`config.mk`:
```
export PLATFORM = sky130hd
export DESIGN_NAME = vx_mem_perf_mon
export DESIGN_NICKNAME = d
export VERILOG_FILES = /design/src/rtl/vx_mem_perf_mon.sv
export SDC_FILE = /design/constraint.sdc
export NUM_CORES = 1
export LEC_CHECK = 0
export CAP_MARGIN = 20
export CORE_MARGIN = 5
export CORE_UTILIZATION = 50
export DETAILED_ROUTE_END_ITERATION = 8
export DONT_BUFFER_PORTS = 1
export PLACE_DENSITY = 0.66
export RECOVER_POWER = 100
export SLEW_MARGIN = 25
export SYNTH_ARGS = -nofsm -noshare
export SYNTH_HDL_FRONTEND = slang
export SYNTH_SLANG_ARGS = --single-unit
```
`constraint.sdc`:
```
create_clock -name clk -period 12.3 [get_ports clk]
set_input_delay 0.615 -clock clk [delete_from_list [all_inputs] [get_ports clk]]
set_output_delay 0.615 -clock clk [all_outputs]
set_load 0.005 [all_outputs]
```
`src/rtl/vx_mem_perf_mon.sv`:
```
// Per-core memory-traffic performance monitor: counts load/store/response fires,
// tracks in-flight reads, accumulates Little's-law latency and peak occupancy.
module vx_mem_perf_mon #(
  parameter int NUM_REQS  = 4,
  parameter int CTR_BITS  = 44,
  parameter int PEND_BITS = 8,
  parameter int REQ_PIPE  = 1,
  parameter int SATURATE  = 1
) (
  input  logic                 clk,
  input  logic                 reset,
  input  logic [NUM_REQS-1:0]  req_valid,
  input  logic [NUM_REQS-1:0]  req_ready,
  input  logic [NUM_REQS-1:0]  req_rw,
  input  logic [NUM_REQS-1:0]  rsp_valid,
  input  logic [NUM_REQS-1:0]  rsp_ready,
  input  logic                 freeze,
  input  logic                 clear,
  output logic [CTR_BITS-1:0]  loads,
  output logic [CTR_BITS-1:0]  stores,
  output logic [CTR_BITS-1:0]  responses,
  output logic [CTR_BITS-1:0]  latency,
  output logic [PEND_BITS-1:0] pending,
  output logic [PEND_BITS-1:0] max_pending,
  output logic                 err_underflow,
  output logic                 err_overflow
);

  localparam int CW = $clog2(NUM_REQS + 1);
  localparam int SW = PEND_BITS + 2;

  logic [NUM_REQS-1:0] req_fire;
  logic [NUM_REQS-1:0] rd_lanes;
  logic [NUM_REQS-1:0] wr_lanes;
  logic [CW-1:0]       rd_cnt;
  logic [CW-1:0]       wr_cnt;
  logic [CW-1:0]       rs_cnt;

  logic signed [SW-1:0] pend_sum;
  logic                 underflow;
  logic                 overflow;
  logic [PEND_BITS-1:0] pend_next;

  function automatic logic [CW-1:0] popcnt(input logic [NUM_REQS-1:0] v);
    logic [CW-1:0] c;
    c = '0;
    for (int unsigned i = 0; i < NUM_REQS; i++) c = c + CW'(v[i]);
    return c;
  endfunction

  function automatic logic [CTR_BITS-1:0] acc(input logic [CTR_BITS-1:0] a,
                                              input logic [CTR_BITS-1:0] b);
    logic [CTR_BITS:0] s;
    s = {1'b0, a} + {1'b0, b};
    if (s[CTR_BITS] && (SATURATE != 0)) return '1;
    return s[CTR_BITS-1:0];
  endfunction

  assign req_fire = req_valid & req_ready;

  // Request lanes optionally delayed one cycle to line up with the response path.
  generate
    if (REQ_PIPE != 0) begin : g_pipe
      logic [NUM_REQS-1:0] rd_q;
      logic [NUM_REQS-1:0] wr_q;
      always_ff @(posedge clk) begin
        if (reset) begin
          rd_q <= '0;
          wr_q <= '0;
        end else begin
          rd_q <= req_fire & ~req_rw;
          wr_q <= req_fire & req_rw;
        end
      end
      assign rd_lanes = rd_q;
      assign wr_lanes = wr_q;
    end else begin : g_nopipe
      assign rd_lanes = req_fire & ~req_rw;
      assign wr_lanes = req_fire & req_rw;
    end
  endgenerate

  always_comb begin
    rd_cnt    = popcnt(rd_lanes);
    wr_cnt    = popcnt(wr_lanes);
    rs_cnt    = popcnt(rsp_valid & rsp_ready);
    pend_sum  = $signed({2'b00, pending}) + $signed(SW'(rd_cnt)) - $signed(SW'(rs_cnt));
    underflow = pend_sum < 0;
    overflow  = pend_sum > $signed({2'b00, {PEND_BITS{1'b1}}});
    if (underflow)     pend_next = '0;
    else if (overflow) pend_next = '1;
    else               pend_next = pend_sum[PEND_BITS-1:0];
  end

  // pending and error flags keep tracking under freeze so in-flight state stays exact.
  always_ff @(posedge clk) begin
    if (reset) begin
      loads         <= '0;
      stores        <= '0;
      responses     <= '0;
      latency       <= '0;
      pending       <= '0;
      max_pending   <= '0;
      err_underflow <= 1'b0;
      err_overflow  <= 1'b0;
    end else begin
      pending <= pend_next;
      if (clear) begin
        loads         <= '0;
        stores        <= '0;
        responses     <= '0;
        latency       <= '0;
        max_pending   <= pend_next;
        err_underflow <= 1'b0;
        err_overflow  <= 1'b0;
      end else begin
        err_underflow <= err_underflow | underflow;
        err_overflow  <= err_overflow | overflow;
        if (!freeze) begin
          loads     <= acc(loads, CTR_BITS'(rd_cnt));
          stores    <= acc(stores, CTR_BITS'(wr_cnt));
          responses <= acc(responses, CTR_BITS'(rs_cnt));
          latency   <= acc(latency, CTR_BITS'(pending));
          if (pend_next > max_pending) max_pending <= pend_next;
        end
      end
    end
  end

endmodule

```
==> flow_summary.toml, run 1 <==
[run_status]
status = "finished with violations"
violations = "max-capacitance violations, max-slew violations"

[floorplan]
die_h_um = 155
num_rows = 53
die_w_um = 155
io_pins = 218
dieArea_um2 = 24100
core-area_um2 = 20900
initial_core_util_pct = 50.5

[place]
gp_congestion = 0.847
io_buffer_count = 0
post-dp-hpwl_mm = 19.2
dpl_worst_slack_ns = 6.26

[drt]
drt_pass1_iterations = 5
first_iter_violations = 531
routed_wl_mm = 27.3
viasPerCell = 5.82
drt-wirelength-per-cell_um = 18.3
vias = 8690
drc = 0
antenna_left = 0

[synthesis]
yosys_warnings = 0
synth_edf_count = 0
synth.yosys.seq_area_share_pct = 38.4
syn_avg_cell_area_um2 = 8.65
synthArstFlopShare_pct = 0
ys_top_cells_by_count = "dfxtp_1, a21oi_1, nor2_1"
syn-num-nets = 1292
synth-seq-cells = 202
yosysTopAreaCell = "dfxtp_1"
syn_inst = 1219
synth_cell_types = 71
synth_ff_type = "dfxtp_1"
synth_top_area_share_pct = 38.4
syn_area_um2 = 10500
yosysMostFrequentCell = "dfxtp_1"
synth_area_leaders = "dfxtp_1, xnor2_1, a21oi_1, ha_1, xor2_1"

[sta]
max_slew_margin_pct = -1.63
slew_violations = 34
finalSetupTns_ns = 0
clock.fmax_ghz = 0.180
tightest_slew_ns = 1.52
setup_viol = 0
setup_ws_ns = 6.74
rsz0062_at_grt = "false"
post-route-period-util_pct = 45.2
hold_viol = 0
final.min_clock_period_ns = 5.56
fin_skew_ns = 0.00938
whs_ns = 0.183

[flow_run]
drv_cap = 1

[clock_network]
cts_tree = "built"
clk_pin_slew_ns = 0.06
cts.sinks = 202
htree_levels = 1
root_buffer = "clkbuf_16"
cts_made_buffers = 24
cts_resized = 0
holdBufCountCts = 0
clk_latency_ns = 0.51
cts_buffer_depth = 3
postCtsSetupRepairBufs = 0

[critical_path]
cp.arrival_ns = 5.92
end_kind = "flop"
crit_fanout = 11
required_ns = 12.67
cp-start-kind = "input pin"
critPathKind = "input pin to flop"

[power_and_ir_drop]
p_leak_uw = 0.00388
power_density_nw_per_um2 = 158
vdd_ir_drop_max_mv = 0.109

[global_routing]
grt_pass1_vias = 8478
grt_usage_pct = 21.9
antenna_found_initial = 0
grt_first_pass_wirelength_mm = 44.6
grt.overflow.total = 0
grt_max_degree = 84

[finish]
diodes = 0
drive_gt1_share_pct = 6.08
synthToLayoutAreaGrowth_pct = 8.90
nets = 1275

[hold_path]
hold_class = "input pin to flop"
## worst max-delay path, cell delays in order
cell and delay (ns):
and2_0 0.16, fa_1 0.52, ha_1 0.23, ha_1 0.34, inv_1 0.07, fa_1 0.51, ha_1 0.33, a211oi_1 0.39
nor2_1 0.11, o21ai_0 0.90, nor2_1 0.12, ha_1 0.33, nor2b_1 0.13, o211ai_1 0.16, a21oi_1 0.08, o31a_1 0.25
o21bai_1 0.52, o2bb2ai_1 0.16
## path summary, 6_finish.rpt
path	startpoint	to	slack (ns)	depth (start not counted)
setup reg to reg	g_pipe.rd_q[0]	max_pending[5]	6.80	16
hold / removal	req_rw[0]	g_pipe.rd_q[0]	0.18	1
setup / recovery	rsp_valid[0]	max_pending[5]	6.74	18
hold reg to reg	err_overflow	err_overflow	0.49	1
## stage by stage
step | utilization (%) | cells | area [um^2] | power [uW]
floorplan | - | 1219 | 10500 | 1020
global placement | 51.3 | 1451 | 10700 | 1100
detailed placement | 51.3 | 1451 | 10700 | 1100
CTS | 55.2 | 1492 | 11500 | 1830
global route | 54.9 | 1492 | 11500 | 1930
finish | 54.9 | 1492 | 11500 | 1810
## state kept, by name, summed over array words and instances, names as in the netlist
register / flops
g_pipe.rd_q: 4
latency: 44
stores: 44
loads: 44
max_pending: 8
responses: 44
pending: 8
err_underflow: 1
err_overflow: 1
g_pipe.wr_q: 4
## power by group
group	switching [uW]	internal (uW)
registers	26.0	676
logic	224	162
clock network	268	455
total	519	1290
## cell type report
| cell class | count | area [um^2] |
|---|---|---|
| fill | 1964 | 9410 |
| multi-input combinational | 913 | 6030 |
| sequential | 202 | 4040 |
| clock buffer | 33 | 696 |
| tap | 275 | 344 |
| inverter | 54 | 203 |
| clock inverter | 8 | 115 |
| timing repair buffer | 7 | 41.3 |
## logic make-up (layout without fill, tap and decap cells)
| group | after synthesis | in the layout | share of synthesized area (%) |
|---|---|---|---|
| compound gates | 256 | 256 | 14.3 |
| xor+xnor | 141 | 141 | 11.7 |
| fa+ha+maj | 49 | 49 | 6.60 |
| buf+inv | 104 | 102 | 4.17 |
| flops | 202 | 202 | 38.4 |
| mux | 10 | 10 | 0.950 |
| simple gates | 457 | 457 | 23.9 |
## layer usage
metal  global-route usage (%)  vias up  part of all wire (%)
li1                         -     4317                     -
met1                     27.4     4109                    43
met2                     36.7      225                    46
met3                     7.59       39                   8.8
met4                     5.00        0                   2.1
met5                        0        -                     0
## layout by cell type (no fill, tap or decap), types with 12 or more instances in the layout
master and n:
nor2_1 95, inv_1 53, nor3_1 40, o21ai_0 76, nand4_1 36, and3_1 28, nor4_1 23, nand2_1 76
a21oi_1 114, xor2_1 51, and4_1 17, dfxtp_1 202, xnor2_1 90, nor3b_1 12, ha_1 38, clkbuf_16 25
nand3_1 70
No activity file was read; power rests on OpenSTA's default activity.
==> inputs of run 2 (changes only) <==
--- a/config.mk
+++ b/config.mk
@@ -10,7 +10,7 @@
 export CORE_UTILIZATION = 50
 export DETAILED_ROUTE_END_ITERATION = 8
 export DONT_BUFFER_PORTS = 1
-export PLACE_DENSITY = 0.66
+export PLACE_DENSITY = 0.69
 export RECOVER_POWER = 100
 export SLEW_MARGIN = 25
 export SYNTH_ARGS = -nofsm -noshare
==> constraint.sdc (replaced) <==
create_clock -name clk -period 4.54 [get_ports clk]
set_input_delay 0.227 -clock clk [delete_from_list [all_inputs] [get_ports clk]]
set_output_delay 0.227 -clock clk [all_outputs]
set_load 0.005 [all_outputs]
==> run 2 against run 1 <==
Compared with the run above: count of clock-buffer cells in the layout down 2; global-route usage increased by 0.46 points; cell count is 3.0% higher; sequential power increased to 2.7 times the previous value; utilization grew 2.5 points; highest routed layer unchanged; the flow finishes with violations (negative setup slack); combinational power rose to 4.1 times the previous value; critical path type is now flop to flop; first-iteration DRC count grew 3.4%; flip-flop and latch count is the same; clock skew rose by 0.014 ns; register-to-register slack got worse by 6.9 ns; largest cell class unchanged.
==> flow_summary.toml, run 2 (same netlist as run 1, synthesis figures left out) <==
[run_status]
status = "finished with violations"
violations = "negative setup slack"

[clock_network]
htree_levels = 1
cts_buffer_depth = 3
clk_latency_ns = 0.51
cts_made_buffers = 23
cts_tree = "built"
root_buffer = "clkbuf_16"
clk_pin_slew_ns = 0.06
cts.sinks = 202

[finish]
fillers = 1880
utilization_pct = 57.4
drive_gt1_share_pct = 10.4
synthToLayoutAreaGrowth_pct = 13.8
layout_common_cells = "dfxtp_1, a21oi_1, nor2_1"
diodes = 0
final_area_um2 = 12000
nets = 1320
final_common_cell = "dfxtp_1"
multi_input_area_um2 = 6200
seqCellArea_um2 = 4050

[critical_path]
reg2reg_to = "max_pending[3]"
cpPeakStageDelay_ns = 0.52
cp_cell_sequence = "fa_1, ha_4, ha_4, fa_2, fa_2, a21o_1, a21oi_2, o41a_1, xnor2_2, buf_4, buf_4, and2_1, nor2_1, ha_1, nand4_1, a21oi_1, o31a_1, o21bai_4, buf_6, o2bb2ai_2"
critPathKind = "flop to flop"
end_kind = "flop"
cpMaxStageDelayCell = "fa_1"
cp.arrival_ns = 5.04
cp-start-kind = "flop"
crit_fanout = 5
worstSetupStartpoint = "g_pipe.rd_q[0]"
required_ns = 4.94
rr_worst_depth = 20
cp_top_family = "adder cells"
r2r_setup_slack_ns = -0.10
cp_num_buf_inv = 3
r2r_start = "g_pipe.rd_q[0]"

[power_and_ir_drop]
vdd_ir_drop_max_mv = 0.487
power_density_nw_per_um2 = 448
p_leak_uw = 0.00409

[floorplan]
dieArea_um2 = 24100
num_rows = 53
core-area_um2 = 20900
die_w_um = 155
io_pins = 218
die_h_um = 155
initial_core_util_pct = 50.5

[place]
io_buffer_count = 0
dpl_worst_slack_ns = -0.210
post-dp-hpwl_mm = 19.6
gp_congestion = 0.848
place_area_um2 = 10900

[hold_path]
hold_path_depth = 2
holdPathEnd = "latency[4]"
hold_class = "input pin to flop"
hp-start = "freeze"

[sta]
setup_ws_ns = -0.103
hold_viol = 0
finalSetupTns_ns = -0.711
setup_viol = 8
rsz0062_at_grt = "true"
max_slew_margin_pct = 10.9
fin_skew_ns = 0.0232
tightest_slew_ns = 1.34
post-route-period-util_pct = 102
slew_violations = 0
final.min_clock_period_ns = 4.64
clock.fmax_ghz = 0.215
whs_ns = 0.0475

[global_routing]
antenna_found_initial = 0
grt_usage_pct = 22.4
grt_first_pass_wirelength_mm = 45.7
grt.overflow.total = 0
grt_pass1_vias = 8621
grt_max_degree = 95

[drt]
viasPerCell = 5.85
met1Wirelength_mm = 11.8
wl_met3_mm = 2.53
first_iter_violations = 549
drt_pass1_iterations = 5
antenna_left = 0
drt-wirelength-per-cell_um = 18.4
drc = 0
dr_wl_met2_mm = 13.0
routed_wl_mm = 28.2
topRoutingLayerUsed = "met4"
vias = 8987

[flow_run]
drv_cap = 0
run 2: per-layer routing:
metal	vias up	global-route usage [%]
li1	4414	-
met1	4226	28.4
met2	282	36.4
met3	65	7.45
met4	0	6.67
met5	-	0
run 2: layout make-up:
type | instances | share of cell area, %
clock inverters | 9 | 0.845
flip-flops and latches | 202 | 33.7
multi-input cells | 913 | 51.7
repair buffers | 53 | 3.60
inverters | 54 | 1.69
well taps | 275 | 2.87
clock buffers | 31 | 5.55
run 2: what timing repair did:
| item | CTS | global route |
|---|---|---|
| gates resized for setup | 13 | 12 |
| setup endpoints to repair | 8 | 8 |
| cloned | 0 | 0 |
| pin swaps | 22 | 17 |
| hold buffers | 18 | 0 |
| endpoints found under the hold margin | 33 | 0 |
| buffers inserted | 5 | 3 |
run 2: worst max-delay path by stage:
stage	end	slack, ns	cells after the start
finish	max_pending[3]	-0.10	20
detailed placement	max_pending[5]	-0.21	20
global placement	max_pending[7]	-0.06	20
floorplan	max_pending[0]	0.01	20
global route	max_pending[3]	-0.30	19
CTS	max_pending[4]	-0.01	20
run 2: through the flow:
step / cells / total power [uW]
after floorplan: 1219 / 2820
after global placement: 1471 / 3240
after detailed placement: 1471 / 3270
after CTS: 1534 / 5280
after global routing: 1537 / 5660
final: 1537 / 5370
run 2: power breakdown:
group | switching (uW) | internal, uW
sequential | 77.6 | 1830
clock | 738 | 1140
combinational | 799 | 789
total | 1610 | 3760
==> inputs of run 3 (changes only) <==
--- a/config.mk
+++ b/config.mk
@@ -8,6 +8,7 @@
 export CAP_MARGIN = 20
 export CORE_MARGIN = 5
 export CORE_UTILIZATION = 50
+export CTS_BUF_LIST = sky130_fd_sc_hd__clkbuf_4 sky130_fd_sc_hd__clkbuf_8 sky130_fd_sc_hd__clkbuf_16
 export DETAILED_ROUTE_END_ITERATION = 8
 export DONT_BUFFER_PORTS = 1
 export PLACE_DENSITY = 0.69
==> run 3 against run 2 <==
Compared with the run above: the flow still finishes with violations (negative setup slack); count of clock-buffer cells in the layout unchanged; routed wire length about the same; cell count unchanged; die area unchanged; critical endpoint unchanged; sequential power about the same; largest power group unchanged; critical path depth unchanged; power up 0.35%.
==> flow_summary.toml, run 3 (same netlist as run 1, synthesis figures left out) <==
[critical_path]
cp_num_buf_inv = 3
cpMaxStageDelayCell = "fa_1"
cp.arrival_ns = 5.04
cp_cell_sequence = "fa_1, ha_4, ha_4, fa_2, fa_2, a21o_1, a21oi_2, o41a_1, xnor2_2, buf_4, buf_4, and2_1, nor2_1, ha_1, nand4_1, a21oi_1, o31a_1, o21bai_4, buf_6, o2bb2ai_2"
required_ns = 4.94
cp_top_family = "adder cells"
cpPeakStageDelay_ns = 0.52
critPathKind = "flop to flop"
cp-start-kind = "flop"
crit_fanout = 5
end_kind = "flop"

[sta]
max_slew_margin_pct = 10.8
whs_ns = 0.0442
slew_violations = 0
setup_viol = 8
setup_ws_ns = -0.104
tightest_slew_ns = 1.34
hold_viol = 0
final.min_clock_period_ns = 4.64
clock.fmax_ghz = 0.215
fin_skew_ns = 0.0231
post-route-period-util_pct = 102
rsz0062_at_grt = "true"

[clock_network]
cts_buffer_depth = 3
clk_latency_ns = 0.51
clk_pin_slew_ns = 0.06
cts_tree = "built"
htree_levels = 1
cts.sinks = 202
cts_made_buffers = 23
root_buffer = "clkbuf_16"

[floorplan]
io_pins = 218
num_rows = 53
dieArea_um2 = 24100
die_w_um = 155
initial_core_util_pct = 50.5
core-area_um2 = 20900
die_h_um = 155

[drt]
drc = 0
drt_pass1_iterations = 5
antenna_left = 0
viasPerCell = 5.86
vias = 9010
routed_wl_mm = 28.2
drt-wirelength-per-cell_um = 18.4
first_iter_violations = 581

[finish]
diodes = 0
drive_gt1_share_pct = 10.5
nets = 1320
synthToLayoutAreaGrowth_pct = 13.8
fillers = 1878
final_common_cell = "dfxtp_1"
utilization_pct = 57.4
layout_common_cells = "dfxtp_1, a21oi_1, nor2_1"
final_cells = 1537

[power_and_ir_drop]
power.switching_uw = 1620
seqPwrFrac_pct = 35.4
pwr-share-comb_pct = 29.5
clockPowerShare_pct = 35.1
vdd_ir_drop_max_mv = 0.487
power_density_nw_per_um2 = 449
p_leak_uw = 0.00410
p_sw_share_pct = 30.1
internal_power_uw = 3770

[flow_run]
drv_cap = 0

[run_status]
status = "finished with violations"
violations = "negative setup slack"

[hold_path]
hold_class = "input pin to flop"

[place]
post-dp-hpwl_mm = 19.6
io_buffer_count = 0
gp_congestion = 0.848
dp_cells = 1471

[global_routing]
grt_max_degree = 95
grt.overflow.total = 0
grt_first_pass_wirelength_mm = 45.7
grt_pass1_vias = 8623
antenna_found_initial = 0
grt_usage_pct = 22.4
-- run 3: worst reg2reg max path, cell delays in order, from the launching register on --
cell and delay (ns):
dfxtp_2 0.32, fa_1 0.52, ha_4 0.19, ha_4 0.27, fa_2 0.46, fa_2 0.41
a21o_1 0.19, a21oi_2 0.17, o41a_1 0.20, xnor2_2 0.16, buf_4 0.14, buf_4 0.09
and2_1 0.14, nor2_1 0.05, ha_1 0.30, nand4_1 0.13, a21oi_1 0.05, o31a_1 0.35
o21bai_4 0.19, buf_6 0.15, o2bb2ai_2 0.06
-- run 3: metal layers --
metal,vias up,routed length [um],part of all wire (%),track usage [%]
met5,-,0,0,0
met4,0,885,3.1,6.67
met3,67,2610,9.2,7.43
met2,294,13000,46,36.4
met1,4239,11800,42,28.5
li1,4410,-,-,-
-- run 3: through the flow --
step | total power [uW] | cell area [um^2] | setup TNS, ns | worst slack, ns
global placement | 3240 | 10900 | -0.491 | -0.0628
CTS | 5290 | 12000 | -0.0615 | -0.0130
global route | 5670 | 12000 | -2.30 | -0.302
floorplan | 2820 | 10600 | 0 | 0.0146
detailed placement | 3270 | 10900 | -1.57 | -0.210
finish | 5390 | 12000 | -0.721 | -0.104
-- run 3: area by class of cell --
cell class                 count  area (um^2)  share of cell area, %
clock buffer                  31          673                   5.61
multi-input combinational    913         6200                   51.7
inverter                      54          203                   1.69
sequential                   202         4050                   33.7
clock inverter                 9          101                  0.845
timing repair buffer          53          432                   3.60
tap                          275          344                   2.87
-- run 3: final timing paths --
check	slack, ns	startpoint	cells past startpoint	end
setup / recovery	-0.10	g_pipe.rd_q[0]	20	max_pending[3]
setup reg to reg	-0.10	g_pipe.rd_q[0]	20	max_pending[3]
hold reg to reg	0.51	max_pending[6]	1	max_pending[6]
hold / removal	0.04	freeze	2	latency[3]
-- run 3: repair_timing --
action	4_1_cts	5_1_grt
gates resized for setup	13	12
endpoints found under the hold margin	33	0
hold buffers	18	0
pin swaps	22	17
setup buffers	5	3
endpoints found under the setup margin	8	8
-- run 3: power groups by stage --
stage / registers (uW) / clock network [uW] / logic [uW]
after floorplan: 1910 / 0 / 912
after global placement: 1940 / 0 / 1290
after detailed placement: 1940 / 0 / 1330
after CTS: 1910 / 1940 / 1450
after global routing: 1910 / 2010 / 1750
final: 1910 / 1890 / 1590
